--- src/rtl/dmem_access_unit.sv ---
// MEM-stage data-memory access unit: aligned word port, load extension,
// sub-word stores via two-cycle read-modify-write.
module dmem_access_unit #(
  parameter int ADDR_BITS   = 12,
  parameter bit CHECK_ALIGN = 1'b1
) (
  input  logic        clk,
  input  logic        rst,
  input  logic        mem_rd,
  input  logic        mem_wr,
  input  logic [1:0]  size,
  input  logic        ld_unsigned,
  input  logic [31:0] addr,
  input  logic [31:0] wdata,
  output logic [31:0] rdata,
  output logic        stall,
  output logic        acc_err,
  output logic [31:0] dm_adr,
  output logic [31:0] dm_data_in,
  output logic        dm_MemRead,
  output logic        dm_MemWrite,
  input  logic [31:0] dm_data_out
);

  typedef enum logic {
    IDLE,
    RMW_WR
  } state_t;

  state_t      state_q, state_d;
  logic [31:0] merge_q, merge_d;
  logic        err_q, err_d;

  logic        req;
  logic        illegal;
  logic        misalign;
  logic [7:0]  lane_b;
  logic [15:0] lane_h;
  logic [31:0] ld_val;
  logic [31:0] st_merge;
  logic        unused_addr;

  assign unused_addr = ^addr[31:ADDR_BITS];

  assign dm_adr = {{(32-ADDR_BITS){1'b0}},
                   addr[ADDR_BITS-1:2], 2'b00};

  assign req = mem_rd | mem_wr;

  assign misalign =
    ((size == 2'b01) && addr[0]) ||
    ((size == 2'b10) && (addr[1:0] != 2'b00));

  assign illegal = (mem_rd & mem_wr) ||
                   (size == 2'b11) ||
                   (CHECK_ALIGN && misalign);

  assign acc_err = err_q;

  // Big-endian lane pick: byte 0 is the most significant byte.
  always_comb begin
    lane_b = dm_data_out[31:24];
    unique case (addr[1:0])
      2'd0: lane_b = dm_data_out[31:24];
      2'd1: lane_b = dm_data_out[23:16];
      2'd2: lane_b = dm_data_out[15:8];
      2'd3: lane_b = dm_data_out[7:0];
      default: lane_b = dm_data_out[31:24];
    endcase
    lane_h = addr[1] ? dm_data_out[15:0]
                     : dm_data_out[31:16];
  end

  // Load extension by size and signedness.
  always_comb begin
    ld_val = dm_data_out;
    unique case (size)
      2'b00: ld_val = {{24{~ld_unsigned & lane_b[7]}},
                       lane_b};
      2'b01: ld_val = {{16{~ld_unsigned & lane_h[15]}},
                       lane_h};
      default: ld_val = dm_data_out;
    endcase
  end

  // Merge store data into the word read back from memory.
  always_comb begin
    st_merge = dm_data_out;
    if (size == 2'b00) begin
      unique case (addr[1:0])
        2'd0: st_merge[31:24] = wdata[7:0];
        2'd1: st_merge[23:16] = wdata[7:0];
        2'd2: st_merge[15:8]  = wdata[7:0];
        2'd3: st_merge[7:0]   = wdata[7:0];
        default: st_merge = dm_data_out;
      endcase
    end else if (addr[1]) begin
      st_merge[15:0] = wdata[15:0];
    end else begin
      st_merge[31:16] = wdata[15:0];
    end
  end

  // Next state and memory-side controls; reset forces everything quiet.
  always_comb begin
    state_d     = state_q;
    merge_d     = merge_q;
    err_d       = 1'b0;
    stall       = 1'b0;
    dm_MemRead  = 1'b0;
    dm_MemWrite = 1'b0;
    rdata       = 32'h0;
    dm_data_in  = 32'h0;
    if (rst) begin
      state_d = IDLE;
    end else begin
      case (state_q)
        IDLE: begin
          if (req) begin
            if (illegal) begin
              err_d = 1'b1;
            end else if (mem_rd) begin
              dm_MemRead = 1'b1;
              rdata      = ld_val;
            end else if (size == 2'b10) begin
              dm_MemWrite = 1'b1;
              dm_data_in  = wdata;
            end else begin
              dm_MemRead = 1'b1;
              stall      = 1'b1;
              merge_d    = st_merge;
              state_d    = RMW_WR;
            end
          end
        end
        RMW_WR: begin
          dm_MemWrite = 1'b1;
          dm_data_in  = merge_q;
          state_d     = IDLE;
        end
        default: state_d = IDLE;
      endcase
    end
  end

  // State, merge buffer and error pulse registers.
  always_ff @(posedge clk) begin
    if (rst) begin
      state_q <= IDLE;
      merge_q <= 32'h0;
      err_q   <= 1'b0;
    end else begin
      state_q <= state_d;
      merge_q <= merge_d;
      err_q   <= err_d;
    end
  end

endmodule

--- config.mk ---
export PLATFORM = sky130hd
export DESIGN_NAME = dmem_access_unit
export DESIGN_NICKNAME = d
export VERILOG_FILES = /design/src/rtl/dmem_access_unit.sv
export SDC_FILE = /design/constraint.sdc
export NUM_CORES = 1
export LEC_CHECK = 0
export ABC_CLOCK_PERIOD_IN_PS = 2700
export BUFFER_PORTS_ARGS = -buffer_cell sky130_fd_sc_hd__buf_2
export CORE_MARGIN = 10
export CORE_UTILIZATION = 48
export DETAILED_ROUTE_END_ITERATION = 16
export PLACE_DENSITY = 0.95
export SETUP_SLACK_MARGIN = 0.15
export SLEW_MARGIN = 10
export SYNTH_ARGS = -nofsm -noshare
export SYNTH_HDL_FRONTEND = slang
export SYNTH_SLANG_ARGS = --single-unit
export TNS_END_PERCENT = 5
--- constraint.sdc ---
create_clock -name clk -period 2.7 [get_ports clk]
set_clock_uncertainty 0.05 [all_clocks]
set_input_delay 0.405 -clock clk [delete_from_list [all_inputs] [get_ports clk]]
set_output_delay 0.405 -clock clk [all_outputs]
set_load 0.1 [all_outputs]
After elaboration in Yosys (flattened, before gate mapping)
Cells that the tools add are included.

storage, ports and cells
  flip-flop bits (word level) = 34
  bits of input ports = 103
  output and inout port bits = 100
  logic and storage cells = 69

cells by class
  equality and inequality tests = 6
  mux-type cells = 40
  bitwise gates (word level) = 10
  reduce and logical (&&, ||, !) cells = 10

operator list
  operator              count
  $mux W32              11
  $pmux W32 S2          2
  $mux W16              3
  $mux W8               4
  $pmux W8 S4           1
  $mux W1               17
  $eq A2 B2 Y1 const B  4
  $not A1 Y1            6
  $reduce_and A5 Y1     1
  $eq A2 B1 Y1 const B  2
  $logic_not A2 Y1      2
  $pmux W1 S2           2
  $and A1 B1 Y1         3
  $logic_or A1 B1 Y1    3
  $reduce_or A3 Y1      1
  $logic_and A1 B1 Y1   2
  $reduce_bool A2 Y1    1
  $or A1 B1 Y1          1

Depth between registers and ports, before layout
  depth in word-level cells = 9
  gate-level depth with buffers = 7
  depth with buffers taken out = 4

Least setup slack after synthesis
Ideal clock, no wire load.

  path type = input -> output
  start point = input size[1]
  end point = output dm_MemRead
  data arrival time = 3727 ps
  required time = 2245 ps
  setup slack = -1482 ps
  cell stages on the path = 4
  buffers on the path = 1
  path through = buf_2 -> o21ai_1 -> nand2_1 -> nor4_1

on the way
  longest elaborated chain between the ends = 8
  elaborated cells on any way between the ends = 14
  those cells by class = 3 x eq/ne; 6 x mux; 5 x reduce/logical

ends and longest elaborated chain
  item                                                 RTL line     RTL
  start: declaration                                   11           input logic [1:0] size,
  $eq A2 B1 Y1 / $eq A2 B2 Y1 (equally long branches)  51, 52, 125
  $logic_and A1 B1 Y1, on equally long branches        51, 52
  $logic_or A1 B1 Y1                                   51           ((size == 2'b01) && addr[0]) ||
  $logic_or A1 B1 Y1                                   55           (size == 2'b11) ||
  $mux W1 *                                            120          if (illegal) begin
  $mux W1 *                                            119          if (req) begin
  $mux W1 *                                            117          case (state_q)
  $mux W1 *                                            114          if (rst) begin
  end: declaration                                     20           output logic dm_MemRead,

Every way passes the cells marked *; elsewhere a longest branch is shown, timed or not.

Worst setup path in the final report
  start point = input addr[1]
  end point = output rdata[13]

on the way
  longest elaborated chain between the ends = 9
  elaborated cells on any way between the ends = 17
  those cells by class = 3 x eq/ne; 8 x mux; 1 x bitwise; 5 x reduce/logical

ends and longest elaborated chain
  item                                        RTL line  RTL
  start: declaration                          13        input logic [31:0] addr,
  $eq A2 B2 Y1, or another cell as far along  63        unique case (addr[1:0])
  $pmux W8 S4                                 63
  $and A1 B1 Y1                               78        2'b00: ld_val = {{24{~ld_unsigned & lane_b[7]}},
  $pmux W32 S2                                77        unique case (size)
  $mux W32                                    122       end else if (mem_rd) begin
  $mux W32 *                                  120
  $mux W32 *                                  119
  $mux W32 *                                  117
  $mux W32 *                                  114
  end: declaration                            15        output logic [31:0] rdata,

Marks and branches as above.

==> impl_metrics.yaml <==
outcome:
  status: "completed"
min_path:
  hp-class: "input pin to flip-flop"
  hold_start: "dm_data_out[6]"
  hold_path_depth: 3
  min_to: "merge_q[6]$_SDFFE_PP0P_"
critical_path:
  worstPathMaxFanout: 8
  path_class: "input pin to output port"
  cp_data_arrival_time_ps: 2110
  max_stage_delay_ps: 410
  r2r_start: "state_q$_SDFF_PP0_"
  r2r_end: "merge_q[2]$_SDFFE_PP0P_"
  critPathCaptureType: "output port"
  cp.required_ps: 2250
  rrSetupSlack_ps: 860
  crit_path_start_kind: "input pin"
  path_cells: "buf_2 > mux2_2 > a22oi_1 > or2_1 > a21oi_2 > clkbuf_4"
  reg2reg_depth: 4
  crit_slowest_cell: "or2_1"
drt:
  dr_total_vias: 4154
  avgViaCountPerCell: 6.19
  initialDrtViolationCount: 525
  drc: 0
  drtPass1Iterations: 8
  drt-total-wl_mm: 13.8
  wl_per_cell_um: 20.5
  ant_nets: 0
power_and_ir_drop:
  power_density_nw_per_um2: 310
  switchingPower_uw: 681
  leakage_uw: 0.00185
  irDropWorstVdd_uv: 208
  sw_frac_of_total_pct: 42.5
  power_frac_clock_pct: 24.9
  seqPwrFrac_pct: 33.5
  pwr-share-comb_pct: 41.6
  intPower_uw: 922
  finalPower_uw: 1600
clock_tree:
  cts_setup_buffers: 0
  cts_num_sinks: 34
  clkSlewWorstSetupHoldPaths_ps: 70
  clockBufferDepth: 2
  clkLatencyLatePin_ps: 290
  cts_buffers: 5
  root_buffer: "clkbuf_8"
  cts_tree: "yes"
  h-tree-depth: 2
floorplanning:
  rows: 30
  die_w_um: 104
  ios: 203
  die_h_um: 104
  die_area_um2: 10900
  initial_core_util_pct: 49.9
  coreArea_um2: 6830
sta:
  hold_violations: 0
  tightest_slew_ps: 608
  period_needed_ps: 2560
  fmax_ghz: 0.390
  fin_crit_sh_pct: 94.9
  finalMaxSlewViolations: 0
  slew_headroom_pct: 59.5
  setup_viol: 0
  rsz0062_at_grt: "yes"
yosys:
  netlist_area_um2: 3410
  ys_types: 44
  netlist_instances: 472
  ys_warn_count: 0
  yosysSeqAreaShare_pct: 20.0
  syn_area_per_cell_um2: 7.22
  synth-seq-cells: 34
layout:
  final_common_cell: "buf_2"
  final_nets: 677
  fin_util_pct: 75.7
  drive_gt1_share_pct: 41.0
  stdcell_area_um2: 5170
  antenna_cells: 0
  final_cell_mix: "buf_2 (73), nand2_1 (65), buf_12 (63)"
  synthToLayoutAreaGrowth_pct: 51.9
run:
  max_cap_viol_count: 0
placed_design:
  finalWeightedCongestion: 0.979
  hpwl_mm: 10.6
  place_area_um2: 5060
  numPortBuffers: 140
grt:
  grt_max_degree: 68
  grt_pass1_wl_mm: 21.5
  grt_pass1_vias: 4062
  overflow: 0
  track_usage_pct: 23.5
  antenna_found_initial: 0
-- flip-flops by register name (all words and copies together) (netlist names) --
name	count
state_q	1
merge_q	32
acc_err	1
-- kinds of logic after synthesis --
family	after synthesis	synth area share (%)
flip-flops	34	20.0
other	1	0.110
adder cells (fa/ha/maj)	1	0.294
AO/OA/AOI/OAI	161	31.9
AND/OR/NAND/NOR	182	28.1
buffers and inverters	84	14.3
multiplexers	9	5.29
-- routing by layer --
layer	GRT usage [%]	share of wire [%]	up-vias
met2	38.2	47	331
met3	9.05	13	48
met5	0	0	-
met1	27.5	37	1900
met4	8.25	2.9	0
li1	-	-	1875
-- synth_stat cells, drive strengths merged --
cell,count,area share (%)
nand3,8,1.2
a311oi,16,4.1
o22a,7,1.8
or2,3,0.55
nor4,2,0.81
maj3,1,0.29
a22oi,9,2.0
conb,1,0.11
nor3b,1,0.37
dfxtp,34,20
buf,56,11
and2,1,0.18
nand2,66,7.3
nand3b,32,7.1
inv,4,0.44
nor3,8,1.5
a21o,2,0.48
clkinv,1,0.11
a2111oi,1,0.81
nor2,31,3.4
o221ai,7,1.8
o2bb2ai,2,0.51
nand4,1,0.37
mux2,2,0.66
nand2b,19,3.5
a21oi,59,9.8
clkbuf,23,2.5
nor2b,9,1.7
mux4,7,4.6
or3,1,0.18
a221oi,1,0.26
o21ai,18,2.6
a22o,8,2.1
o22ai,31,5.7
-- area by class of cell --
cell class	count	area, um2
inverter	5	18.8
clock inverter	2	12.5
clock buffer	6	82.6
sequential	34	682
timing repair buffer	153	1750
fill	431	1660
multi-input combinational	375	2500
tap	96	120
-- through the flow --
stage	hold slack (ps)	setup WS (ps)	setup TNS (ps)	instances
after floorplan	410	-382	-5700	493
after global placement	428	212	0	663
after detailed placement	428	158	0	663
after CTS	363	153	0	671
after global routing	383	48.6	0	671
final	364	138	0	671
-- critical path, delay by kind of cell --
kind,cells,cell delay [ps]
AOI/OAI and AO/OA,2,440
buffers and inverters,2,480
muxes,1,360
and+or+nand+nor,1,410
-- power groups by stage --
| stage | clock network (uW) | logic, uW | registers, uW |
|---|---|---|---|
| 6_report | 399 | 666 | 537 |
| 5_1_grt | 419 | 698 | 539 |
| 4_1_cts | 400 | 653 | 536 |
| 3_5_place_dp | 0 | 649 | 547 |
| 3_3_place_gp | 0 | 632 | 546 |
| 2_1_floorplan | 0 | 554 | 551 |
-- how the worst max path moves through the flow --
stage	start	endpoint	slack [ps]	cells past startpoint
floorplan	size[1]	dm_data_in[1]	-380	5
global placement	addr[1]	rdata[11]	210	6
detailed placement	addr[0]	rdata[15]	160	6
CTS	addr[0]	rdata[13]	150	6
global route	addr[1]	rdata[13]	50	6
finish	addr[1]	rdata[13]	140	6
-- repair_timing --
item | 4_1_cts | 5_1_grt
resized for setup | 1 | 6
endpoints found under the setup margin | 1 | 25
hold buffers | 0 | 0
Note: power is estimated with default switching activity, not from simulation.
